[config.mk]
export PLATFORM = sky130hd
export DESIGN_NAME = config_sequencer_flat
export DESIGN_NICKNAME = d
export VERILOG_FILES = /design/src/rtl/config_sequencer_if.sv /design/src/rtl/config_sequencer.sv /design/src/flat_wrapper.sv
export SDC_FILE = /design/constraint.sdc
export NUM_CORES = 1
export LEC_CHECK = 0
export BUFFER_PORTS_ARGS = -buffer_cell sky130_fd_sc_hd__buf_2
export CORE_MARGIN = 8
export CORE_UTILIZATION = 30
export DETAILED_ROUTE_END_ITERATION = 8
export GPL_ROUTABILITY_DRIVEN = 1
export MAX_ROUTING_LAYER = met4
export SYNTH_ARGS = -nofsm -noshare
export SYNTH_HDL_FRONTEND = slang
export SYNTH_SLANG_ARGS = --single-unit
[constraint.sdc]
create_clock -name clk -period 5.5 [get_ports clk]
set_input_delay 1.1 -clock clk [delete_from_list [all_inputs] [get_ports clk]]
set_output_delay 1.1 -clock clk [all_outputs]
set_load 0.03 [all_outputs]
[src/rtl/config_sequencer_if.sv]
// config_sequencer_if: host command channel plus the tracing/config broadcast bundle
interface config_sequencer_if;
  logic cmd_valid, cmd_ready, cmd_last, tracing_req, tracing, busy;
  logic [7:0] cmd_id, cmd_data, configId, configData;
  modport master (
    output cmd_valid, cmd_id, cmd_data, cmd_last, tracing_req,
    input cmd_ready, tracing, configId, configData, busy
  );
  modport slave (
    input cmd_valid, cmd_id, cmd_data, cmd_last, tracing_req,
    output cmd_ready, tracing, configId, configData, busy
  );
endinterface

[src/rtl/config_sequencer.sv]
// config_sequencer: queues host config writes and broadcasts them inside a tracing-quiet window
module config_sequencer #(
  parameter int FIFO_DEPTH = 4,
  parameter int DRAIN_CYCLES = 4
) (
  input logic clk,
  input logic reset,
  config_sequencer_if.slave bus
);
  localparam int AW = $clog2(FIFO_DEPTH);
  localparam int DW = $clog2(DRAIN_CYCLES + 1);
  typedef enum logic [1:0] {IDLE, DRAIN, WRITE, RESUME} state_t;
  state_t state;
  logic [16:0] mem [FIFO_DEPTH];
  logic [16:0] head;
  logic [AW-1:0] wr_ptr, rd_ptr;
  logic [AW:0] count;
  logic [DW-1:0] drain_cnt;
  logic last_seen, full, empty, push, pop;
  assign full = count == (AW+1)'(FIFO_DEPTH);
  assign empty = count == '0;
  assign push = bus.cmd_valid && !full;
  // once the last entry has gone out, later entries wait for the next burst
  assign pop = state == WRITE && !last_seen && !empty;
  assign head = mem[rd_ptr];
  assign bus.cmd_ready = !full;
  assign bus.busy = state != IDLE;
  always_ff @(posedge clk) if (push) mem[wr_ptr] <= {bus.cmd_id, bus.cmd_data, bus.cmd_last};
  always_ff @(posedge clk) begin
    if (reset) begin
      state <= IDLE;
      wr_ptr <= '0;
      rd_ptr <= '0;
      count <= '0;
      drain_cnt <= '0;
      last_seen <= 1'b0;
      bus.tracing <= 1'b0;
      bus.configId <= '0;
      bus.configData <= '0;
    end else begin
      if (push) wr_ptr <= wr_ptr + 1'b1;
      if (pop) rd_ptr <= rd_ptr + 1'b1;
      count <= count + (AW+1)'(push) - (AW+1)'(pop);
      bus.configId <= pop ? head[16:9] : '0;
      if (pop && head[16:9] != '0) bus.configData <= head[8:1];
      bus.tracing <= 1'b0;
      case (state)
        IDLE: begin
          if (!empty) begin
            state <= DRAIN;
            drain_cnt <= DW'(DRAIN_CYCLES - 1);
          end else bus.tracing <= bus.tracing_req;
        end
        DRAIN: begin
          drain_cnt <= drain_cnt - 1'b1;
          if (drain_cnt == '0) state <= WRITE;
        end
        WRITE: begin
          if (last_seen) state <= RESUME;
          else if (pop && head[0]) last_seen <= 1'b1;
        end
        RESUME: begin
          state <= IDLE;
          last_seen <= 1'b0;
          bus.tracing <= bus.tracing_req;
        end
        default: state <= IDLE;
      endcase
    end
  end
endmodule

[src/flat_wrapper.sv]
// flat-port wrapper written by rule: the top's interface ports become plain ports
module config_sequencer_flat 
#(
  parameter int FIFO_DEPTH = 4,
  parameter int DRAIN_CYCLES = 4
)
  (clk, reset, bus_cmd_valid, bus_cmd_id, bus_cmd_data, bus_cmd_last, bus_tracing_req, bus_cmd_ready, bus_tracing, bus_configId, bus_configData, bus_busy);
  config_sequencer_if bus_i ();
  input logic clk;
  input logic reset;
  input wire logic [$bits(bus_i.cmd_valid)-1:0] bus_cmd_valid;
  input wire logic [$bits(bus_i.cmd_id)-1:0] bus_cmd_id;
  input wire logic [$bits(bus_i.cmd_data)-1:0] bus_cmd_data;
  input wire logic [$bits(bus_i.cmd_last)-1:0] bus_cmd_last;
  input wire logic [$bits(bus_i.tracing_req)-1:0] bus_tracing_req;
  output wire logic [$bits(bus_i.cmd_ready)-1:0] bus_cmd_ready;
  output wire logic [$bits(bus_i.tracing)-1:0] bus_tracing;
  output wire logic [$bits(bus_i.configId)-1:0] bus_configId;
  output wire logic [$bits(bus_i.configData)-1:0] bus_configData;
  output wire logic [$bits(bus_i.busy)-1:0] bus_busy;
  assign bus_i.cmd_valid = bus_cmd_valid;
  assign bus_i.cmd_id = bus_cmd_id;
  assign bus_i.cmd_data = bus_cmd_data;
  assign bus_i.cmd_last = bus_cmd_last;
  assign bus_i.tracing_req = bus_tracing_req;
  assign bus_cmd_ready = bus_i.cmd_ready;
  assign bus_tracing = bus_i.tracing;
  assign bus_configId = bus_i.configId;
  assign bus_configData = bus_i.configData;
  assign bus_busy = bus_i.busy;
  config_sequencer #(.FIFO_DEPTH(FIFO_DEPTH), .DRAIN_CYCLES(DRAIN_CYCLES)) u_core (.clk(clk), .reset(reset), .bus(bus_i));
endmodule
==> impl_metrics.py <==
metrics = {
    "outcome": {
        "status": "finished clean",
    },
    "sta": {
        "max_freq_mhz": 352,
        "fin_skew_ps": 7.81,
        "fin_tns_setup_ps": 0,
        "maxSlewHeadroom_pct": 29.8,
        "tightest_slew_ps": 1050,
        "hold_viol": 0,
        "drv_slew": 0,
        "setup_viol": 0,
        "min_period_over_period_pct": 51.7,
        "grt_setup_unrepaired": "false",
        "hold_slack_ps": 479,
        "period_needed_ps": 2840,
    },
    "placed_design": {
        "io_buffers": 39,
        "dpl.hpwl_um": 4580,
        "place_congestion": 0.724,
        "placed_area_um2": 4250,
        "dp_cells": 435,
    },
    "yosys": {
        "syn_area_per_cell_um2": 16.8,
        "synthTopCellsByArea": "edfxtp_1, dfxtp_1, mux4_2",
        "synthArstFlopShare_pct": 0,
        "synth_area_leader_cell": "edfxtp_1",
        "ys_seq_area_share_pct": 68.9,
        "ys_seq_elements": 100,
        "yosysWarnings": 0,
        "synth_area_um2": 3890,
        "synth_cells": 232,
        "ys.flop_type": "edfxtp_1",
        "synth_cell_types": 33,
        "synth_top_cell_area_share_pct": 52.5,
        "synthesis.nets": 265,
        "synth.most_common_cell": "edfxtp_1",
        "synth_edf_count": 68,
        "synth_common_cells": "edfxtp_1, dfxtp_1, nor2_1",
    },
    "cells_and_area": {
        "final_area_um2": 4540,
        "final_cells": 451,
        "multiInputGateArea_um2": 1130,
        "nets": 307,
        "drive_gt1_share_pct": 23.3,
        "syn_to_final_growth_pct": 16.7,
        "antenna_cells": 0,
        "nFillCells": 1216,
        "final_core_util_pct": 35.9,
        "ff_latch_area_um2": 2680,
    },
    "routing": {
        "num_vias": 1943,
        "antenna_left": 0,
        "via_per_inst": 4.31,
        "wire_per_inst_um": 15.1,
        "wl_um": 6830,
        "first_pass_iters": 4,
        "drtIter0Drc": 73,
        "drc": 0,
    },
    "global_routing": {
        "grt_pass1_wl_um": 11000,
        "overflow": 0,
        "grt_max_degree": 33,
        "grt_pass1_vias": 2107,
        "antenna_found_initial": 0,
        "track_usage_pct": 8.96,
    },
    "setup_path": {
        "critPathArrivalTime_ps": 3100,
        "critPathLaunchType": "flop",
        "crit_path_max_incr_delay_ps": 1010,
        "cp_slowest_cell": "dfxtp_1",
        "r2r_slack_ps": 2660,
        "required_ps": 5760,
        "criticalPathCategory": "flop to flop",
        "reg2regPathDepth": 4,
        "end_kind": "flop",
        "crit_chain": "mux4_1 > nor4_1 > a21o_1 > mux2i_1",
        "r2r_end": "u_core.bus.configData[0]",
        "worstPathMaxFanout": 17,
    },
    "die": {
        "die_y_um": 130,
        "fp.coreArea_um2": 12700,
        "die_w_um": 130,
        "num_rows": 41,
        "ios": 40,
        "initial_core_util_pct": 30.7,
        "dieArea_um2": 16900,
    },
    "pwr": {
        "power_leakage_uw": 0.00167,
        "power_density_nw_per_um2": 430,
        "peakVddDrop_mv": 0.133,
    },
    "worst_hold_path": {
        "min_to": "u_core.bus.configData[4]",
        "worstHoldStart": "u_core.bus.configData[4]",
        "holdPathStages": 2,
        "hp-class": "flop to flop",
    },
    "clocking": {
        "cts_sinks": 100,
        "clock_latency_ps": 340,
        "ctsHoldBuffers": 0,
        "cts_max_path_buffers": 2,
        "cts-resized-gates": 0,
        "post_cts_buffers": 0,
        "cts_buffers": 9,
        "cts_tree": "built",
        "htreeDepth": 3,
        "clockRootBuffer": "clkbuf_16",
        "path_clk_slew_ps": 60,
    },
    "job": {
        "maxCapViolations": 0,
    },
}
sequential cells by signal, indices dropped and copies added, names as in the netlist, 2 cells and up, named ones only:
register,flops
u_core.bus.configData,8
u_core.bus.configId,8
u_core.count,3
u_core.drain_cnt,3
u_core.mem,68
u_core.rd_ptr,2
u_core.state,2
u_core.wr_ptr,2
layout make-up:
type	instances	area share [%]
sequential	100	59.0
multi-input combinational	116	24.8
clock buffer	10	5.04
tap	172	4.74
timing repair buffer	39	4.30
clock inverter	6	1.43
inverter	8	0.661
critical path: cells and delay by family (launching register included):
kind / cells / cell delay (ps)
and+or+nand+nor: 1 / 350
DFF: 1 / 1010
muxes: 2 / 930
AOI/OAI and AO/OA: 1 / 480
layout by cell type, fill, tap and decap left out, drive strengths merged:
master    Yosys  layout
a211oi        2       2
a21boi        1       1
a21o          1       1
a21oi         1       1
a311oi        2       2
a31oi         1       1
and2         12      12
buf           4      39
bufinv        0       1
clkbuf        4      10
clkinv        0       2
clkinvlp      0       3
dfxtp        32      32
edfxtp       68      68
fa            1       1
ha           11      11
inv           8       8
mux2i        11      11
mux4         17      17
nand2         2       2
nand2b       17      17
nand3         1       1
nor2         18      18
nor2b         3       3
nor3          1       1
nor3b         1       1
nor4          2       2
nor4b         2       2
o21ai         2       2
or2           1       1
or3           1       1
xnor2         2       2
xor2          3       3
power by group:
part           total (µW)  internal (µW)  switching [µW]  leakage, µW
combinational         377            165             213     0.000656
clock                 617            352             265     0.000132
sequential            958            902            56.2     0.000883
how the worst max path moves through the flow:
stage | slack (ps) | cells past startpoint | endpoint | from
after floorplan | 2980 | 7 | u_core.count[2] | bus_cmd_valid
after global placement | 2620 | 4 | u_core.bus.configData[6] | flop
after detailed placement | 2580 | 4 | u_core.bus.configData[0] | flop
after CTS | 2540 | 4 | u_core.bus.configData[0] | flop
after global routing | 2340 | 4 | u_core.bus.configData[3] | flop
final | 2660 | 4 | u_core.bus.configData[0] | flop
metrics by stage:
step	total power (µW)	worst slack (ps)
6_report	1950	2660
3_3_place_gp	1350	2620
2_1_floorplan	1260	2980
5_1_grt	2060	2340
3_5_place_dp	1360	2580
4_1_cts	1970	2540
layer usage:
| metal | up-vias | global-route usage (%) | wire (µm) |
|---|---|---|---|
| li1 | 945 | - | - |
| met3 | 12 | 2.04 | 156 |
| met4 | 0 | 4.64 | 140 |
| met2 | 31 | 14.4 | 3300 |
| met5 | - | - | 0 |
| met1 | 955 | 10.4 | 3230 |
cell families (layout without fill, tap and decap cells):
group,after synthesis,after routing,share of synthesized area [%]
AOI/OAI and AO/OA,10,10,1.77
DFF,100,100,68.9
xor gates and xnor gates,5,5,1.13
and+or+nand+nor,61,61,8.65
buffers and inverters,16,63,2.15
adders and majority gates,12,12,4.05
muxes,28,28,13.3
No activity file was read; power rests on OpenSTA's default activity.
